### src/rtl/pair_pkg.sv
// Shared types and state encodings for the pair_packer stream stage.
package pair_pkg;

  typedef struct packed {
    byte x;
    byte y;
  } byte_pair_t;

  // State is {hold_valid, out_valid}.
  localparam logic [1:0] ST_EMPTY     = 2'b00;
  localparam logic [1:0] ST_HALF      = 2'b10;
  localparam logic [1:0] ST_PAIR      = 2'b01;
  localparam logic [1:0] ST_PAIR_HALF = 2'b11;

endpackage : pair_pkg

### src/rtl/pair_out_reg.sv
// Single-entry valid/ready output register. A load takes precedence over a
// drain in the same cycle, so a back-to-back pair keeps o_valid high.
module pair_out_reg
  import pair_pkg::*;
#(
  parameter type T = byte_pair_t
) (
  input  logic clk,
  input  logic rst,
  input  logic i_load,
  input  T     i_data,
  input  logic i_ready,
  output logic o_valid,
  output T     o_data
);

  logic r_valid;
  T     r_data;

  // Load a new entry, otherwise drop valid once the consumer takes it.
  always_ff @(posedge clk) begin
    // NOTE: sequential state uses <= so every register samples pre-edge values.
    if (rst) begin
      // NOTE: data is reset too so out_data reads a defined '0 after reset.
      r_valid <= 1'b0;
      r_data  <= '0;
    end else if (i_load) begin
      r_valid <= 1'b1;
      r_data  <= i_data;
    end else if (i_ready) begin
      r_valid <= 1'b0;
    end
  end

  assign o_valid = r_valid;
  assign o_data  = r_data;

endmodule : pair_out_reg

### src/rtl/pair_packer.sv
// Packs consecutive stream elements into {x, y} pairs, x = first element.
// Optional feature: define PAIR_PACKER_FLUSH_EN to add the flush port, which
// emits a held lone x padded with PAD in y.
module pair_packer
  import pair_pkg::*;
#(
  parameter type T      = byte,
  parameter T    PAD    = '0,
  parameter type PAIR_T = struct packed { T x, y; }
) (
  input  logic  clk,
  input  logic  rst,
  input  logic  in_valid,
  output logic  in_ready,
  input  T      in_data,
  output logic  out_valid,
  input  logic  out_ready,
  output PAIR_T out_data
`ifdef PAIR_PACKER_FLUSH_EN
  ,
  input  logic  flush
`endif
);

  if ($bits(PAIR_T) != 2 * $bits(T)) begin : g_width_check
    $error("pair_packer: PAIR_T must be exactly twice the width of T");
  end

  logic       r_hold_valid;
  T           r_hold_q;
  logic       w_out_valid;
  logic [1:0] w_state;
  logic       w_in_hs;
  logic       w_pair_load;
  logic       w_flush_load;
  logic       w_load;
  T           w_y;
  PAIR_T      w_load_data;

  assign w_state  = {r_hold_valid, w_out_valid};
  // Only a stalled full pair plus a held x blocks the input.
  assign in_ready = !((w_state == ST_PAIR_HALF) && !out_ready);
  assign w_in_hs  = in_valid && in_ready;

  assign w_pair_load = w_in_hs && r_hold_valid;
`ifdef PAIR_PACKER_FLUSH_EN
  // An input handshake completes the pair normally and wins over flush.
  assign w_flush_load = flush && r_hold_valid && !w_in_hs
                        && (!w_out_valid || out_ready);
`else
  assign w_flush_load = 1'b0;
`endif
  assign w_load = w_pair_load || w_flush_load;

  assign w_y         = w_pair_load ? in_data : PAD;
  // x occupies the upper half of the packed pair.
  assign w_load_data = {r_hold_q, w_y};

  // Hold register: capture x on the first element, release on pair/flush.
  always_ff @(posedge clk) begin
    if (rst) begin
      r_hold_valid <= 1'b0;
      r_hold_q     <= '0;
    end else if (w_in_hs && !r_hold_valid) begin
      r_hold_valid <= 1'b1;
      r_hold_q     <= in_data;
    end else if (w_load) begin
      r_hold_valid <= 1'b0;
    end
  end

  // The output register's type follows out_data (PAIR_T).
  pair_out_reg #(
    .T (PAIR_T)
  ) u_out_reg (
    .clk     (clk),
    .rst     (rst),
    .i_load  (w_load),
    .i_data  (w_load_data),
    .i_ready (out_ready),
    .o_valid (w_out_valid),
    .o_data  (out_data)
  );

  assign out_valid = w_out_valid;

endmodule : pair_packer

### config.mk
export PLATFORM = sky130hd
export DESIGN_NAME = pair_packer
export DESIGN_NICKNAME = d
export VERILOG_FILES = /design/src/rtl/pair_pkg.sv /design/src/rtl/pair_out_reg.sv /design/src/rtl/pair_packer.sv
export SDC_FILE = /design/constraint.sdc
export NUM_CORES = 1
export LEC_CHECK = 0
export BUFFER_PORTS_ARGS = -buffer_cell sky130_fd_sc_hd__clkbuf_2
export CAP_MARGIN = 20
export CORE_MARGIN = 3
export CORE_UTILIZATION = 52
export CTS_BUF_LIST = sky130_fd_sc_hd__clkbuf_8
export DETAILED_ROUTE_END_ITERATION = 16
export GPL_TIMING_DRIVEN = 0
export PLACE_DENSITY_LB_ADDON = 0.05
export SETUP_SLACK_MARGIN = 0.05
export SYNTH_ARGS = -nofsm -noshare
export SYNTH_HDL_FRONTEND = slang
export SYNTH_SLANG_ARGS = --single-unit
### constraint.sdc
create_clock -name clk -period 1.2 [get_ports clk]
set_input_delay 0.24 -clock clk [delete_from_list [all_inputs] [get_ports clk]]
set_output_delay 0.24 -clock clk [all_outputs]
set_load 0.02 [all_outputs]
Word-level counts from Yosys, hierarchy flattened
Cells that the tools add are included.

word-level totals
  register bits after elaboration = 26
  input port bits = 12
  output and inout bits = 18
  word-level logic and storage cells = 19

operators by class
  equality and inequality tests = 1
  mux-type cells = 4
  reductions and logical operators = 9

operators by type and width
  operator                                     count
  logical AND 1 bit                            4
  two-way mux 1 bit                            4
  nonzero test 2 bit                           2
  logical NOT 1 bit                            3
  equality test 2 bit (second input constant)  1

Longest topological paths before layout
  word-level depth = 7
  gate-level depth with buffers = 5

By module
A second synthesis with hierarchy kept.

unflattened totals
  cell total of the unflattened synthesis = 108
  area, all modules = 1134.8 µm²

by module, submodules not included
  module        instances  cells an instance  area each (µm²)  sequential area each (µm²)
  pair_out_reg  1          56                 616.8            340.3
  pair_packer   1          52                 518.0            180.2

Worst setup path before layout
Ideal clock, no wire load.

  kind = reg2reg
  from = register u_out_reg.r_valid (netlist: u_out_reg.o_valid)
  to = register u_out_reg.r_data (netlist bit u_out_reg.o_data[0])
  arrival time = 1.044 ns
  required time = 1.082 ns
  slack = 0.038 ns
  cell stages (with the launch flop) = 6
  period minus slack after synthesis = 1.162 ns
  cells stage by stage = dfxtp_1 > nand2b_4 > nor2b_4 > buf_6 > buf_12 > mux2i_1

between the ends
  longest elaborated chain between the ends = 5

ends and longest elaborated chain
  element                 line                text
  from (decl)             pair_out_reg.sv:17  logic r_valid;
  from (signal assigned)  pair_out_reg.sv:25  r_valid <= 1'b0;
  from (signal assigned)  pair_out_reg.sv:28  r_valid <= 1'b1;
  from (signal assigned)  pair_out_reg.sv:31  r_valid <= 1'b0;
  equality test 2 bit     pair_packer.sv:42   assign in_ready = !((w_state == ST_PAIR_HALF) && !out_ready);
  logical AND 1 bit       pair_packer.sv:42
  logical NOT 1 bit       pair_packer.sv:42
  logical AND 1 bit       pair_packer.sv:43   assign w_in_hs = in_valid && in_ready;
  logical AND 1 bit       pair_packer.sv:45   assign w_pair_load = w_in_hs && r_hold_valid;
  to (signal assigned)    pair_out_reg.sv:29  r_data <= i_data;
  to (decl)               pair_out_reg.sv:18  T r_data;

No other way between the ends.
A chain may end at the register's enable or synchronous reset.

Worst setup path after layout
  from = register u_out_reg.r_valid (netlist: u_out_reg.o_valid)
  to = output in_ready

between the ends
  longest elaborated chain between the ends = 3

ends and longest elaborated chain
  element              line               text
  equality test 2 bit  pair_packer.sv:42
  logical AND 1 bit    pair_packer.sv:42
  logical NOT 1 bit    pair_packer.sv:42
  to (decl)            pair_packer.sv:14  output logic in_ready,

No other way between the ends.

==> metrics.md <==
| Metric | Value |
|---|---|
| Status | `completed` |
| Final Wtd Congestion | `0.7771` |
| WP data arrival | `0.86 ns` |
| Num CTS Buffers | `3` |
| Reg clk slew, reported paths | `0.08 ns` |
| # rows | `16` |
| Critical path's largest stage delay | `0.37 ns` |
| Most common cell after layout, fill and taps aside | `nand2b_1` |
| Commonest non-fill, non-tap cells in the layout | `33 x nand2b_1, 28 x clkbuf_2, 24 x dfxtp_1, 16 x mux2i_1, 16 x nand2_1` |
| GRT Total Usage | `0.1812` |
| Post-route DRC | `0` |
| First-pass GRT wire length | `3732 um` |
| Area of the die | `2727 sq um` |
| Vias in the first global route | `875` |
| Area occupied by registers | `525.5 sq um` |
| Share of the synthesized area in the top cell type | `0.4685` |
| Footprint of the multi-input gates | `533.0 sq um` |
| CTS Sinks | `26` |
| Pwr dens | `1167 nW/um^2` |
| Post-synthesis register bit count | `26` |
| Antenna violations before repair | `0` |
| DP Area | `1291 sq um` |
| Routed Antenna Nets | `0` |
| Worst-Margin Slew | `0.3443 ns` |
| Final Core Density | `0.6875` |
| Hold-fix buffers at CTS | `0` |
| LEAKAGE | `0.5764 nW` |
| PnR Total Power | `1.606 mW` |
| Yosys cell types | `16` |
| I/O Pins | `30` |
| DIE HEIGHT | `52.23 um` |
| GRT Residual Overflow | `0` |
| Synthesized Nets | `127` |
| Synthesized area per cell | `9.661 sq um` |
| Port bufs | `29` |
| Clk buf depth | `2` |
| Worst Setup Slack, final | `0.1034 ns` |
| Average routed wire per standard cell | `11.11 um` |
| Fraction of layout cells with a size suffix above 1 | `0.3113` |
| Worst Setup Start Kind | `flip-flop` |
| DR vias/cell | `4.826` |
| Routed vias | `859` |
| Finished Cell Area | `1376 sq um` |
| Worst IR drop on VDD | `0.8273 mV` |
| Hold Path Class | `input pin to flip-flop` |
| Hold_ws | `0.2181 ns` |
| Synth Cell Area | `1111 sq um` |
| Cells after synthesis | `115` |
| Worst Skew | `0.001523 ns` |
| Largest net degree at the start of global routing | `14` |
| Placed Cells | `171` |
| Post-synthesis sequential area ratio | `0.4685` |
| Fillers | `177` |
| Slew Viols, Final | `0` |
| Area Growth Syn to Fin | `23.87%` |
| Dpl ws | `0.01770 ns` |
| Max-slew headroom | `0.7705` |
| Ant. Diodes | `0` |
| Min Tclk post-route | `1.097 ns` |
| Max frequency | `0.9119 GHz` |
| Starting DRT DRC Count | `5` |
| Die X | `52.23 um` |
| Initial DRT Pass Iterations | `4` |
| CP bufs+invs | `1` |
| Final wirelength | `1978 um` |
| Worst Setup End Kind | `output pin` |
| Setup CP Type | `flip-flop to output pin` |
| Fin. Hold Viols | `0` |
| Setup violations, final | `0` |
| Final cycle utilization of the critical path | `0.9139` |
| Top cells by area, synth | `dfxtp_1 47%, nand2b_1 19%, mux2i_1 14%` |
| Max Cap Viol | `0` |
| Initial Utilization | `0.5550` |
| CTS HTree Levels | `1` |
| Non-filler cells, final | `178` |
| CP cell instances | `nand3b_1 -> buf_6` |
| YS warnings | `0` |
| Delay-heaviest family, CP | `flip-flops` |
| CTS tree | `yes` |
| Final net count | `165` |
| Core Box Area | `2002 sq um` |
| CTS Root Cell | `clkbuf_8` |
| Synth area leader | `dfxtp_1` |
| Skew-Pair Late Insertion Delay | `0.26 ns` |
| Final HPWL DP | `1544 um` |
| Critical Path RT | `0.96 ns` |
| RSZ-0062 raised after global routing | `true` |
| Setup tns final | `0 ns` |
| Crit-path slowest cell | `dfxtp_4` |
| CP Max Fanout | `3` |
[cell families (layout without fill, tap and decap cells)]
kind of cell | after synthesis | count (layout) | synth area share
and+or+nand+nor | 56 | 56 | 0.2951
DFF | 26 | 26 | 0.4685
buffers and inverters | 8 | 44 | 0.05180
AOI/OAI and AO/OA | 9 | 9 | 0.04054
muxes | 16 | 16 | 0.1441
[layer usage]
layer  global-route usage  vias to the layer above  part of all wire
met4              0.05106                        0            0.0051
met2               0.3180                       18              0.49
met3              0.02849                        2             0.048
li1                     -                      444                 -
met5                    0                        -                 0
met1               0.2279                      395              0.45
[path summary, 6_finish.rpt]
check                                  from  cells past startpoint                                end  slack [ns]
max          u_out_reg.o_valid$_SDFFE_PP0P_                      2                           in_ready        0.10
min                              in_data[2]                      3           r_hold_q[2]$_SDFFE_PP0P_        0.22
max reg2reg  u_out_reg.o_valid$_SDFFE_PP0P_                      5  u_out_reg.o_data[10]$_SDFFE_PP0P_        0.12
min reg2reg        r_hold_q[0]$_SDFFE_PP0P_                      2           r_hold_q[0]$_SDFFE_PP0P_        0.46
[synth_stat cells]
library cell and count:
nor2_1 1, buf_12 1, nor2b_4 1, mux2i_1 16, nand3b_1 1, nand2b_4 1, dfxtp_1 26, buf_2 3
nand2b_1 33, nor3_2 1, nor2b_1 1, buf_6 1, nand2_1 16, clkbuf_1 3, a21oi_1 9, nand2_2 1
[worst reg2reg max path, stage by stage, from the launching register on]
cell,delay (ns)
dfxtp_4,0.36
nand2b_4,0.06
nor2b_4,0.14
buf_8,0.12
buf_12,0.14
mux2i_1,0.19
[power by group]
| group | total, mW | switching (mW) | internal [mW] |
|---|---|---|---|
| sequential | 0.919 | 0.0210 | 0.898 |
| clock | 0.462 | 0.238 | 0.224 |
| combinational | 0.225 | 0.114 | 0.111 |
| total | 1.61 | 0.374 | 1.23 |
[cell type report]
class                      instances  share of cell area
sequential                        26              0.3818
multi-input combinational         81              0.3873
buffer                             8             0.04455
tap                               27             0.02455
clock buffer                       3             0.03000
timing repair buffer              33              0.1318
[flip-flops by register name (all words and copies together), names as in the netlist]
signal,count
r_hold_q,8
u_out_reg.o_data,16
u_out_reg.o_valid,1
r_hold_valid,1
[repair_timing]
| action | in CTS | in global routing |
|---|---|---|
| buffers inserted | 0 | 4 |
| resized for setup | 1 | 5 |
| setup endpoints to repair | 6 | 9 |
(Power assumes the default switching activity.)
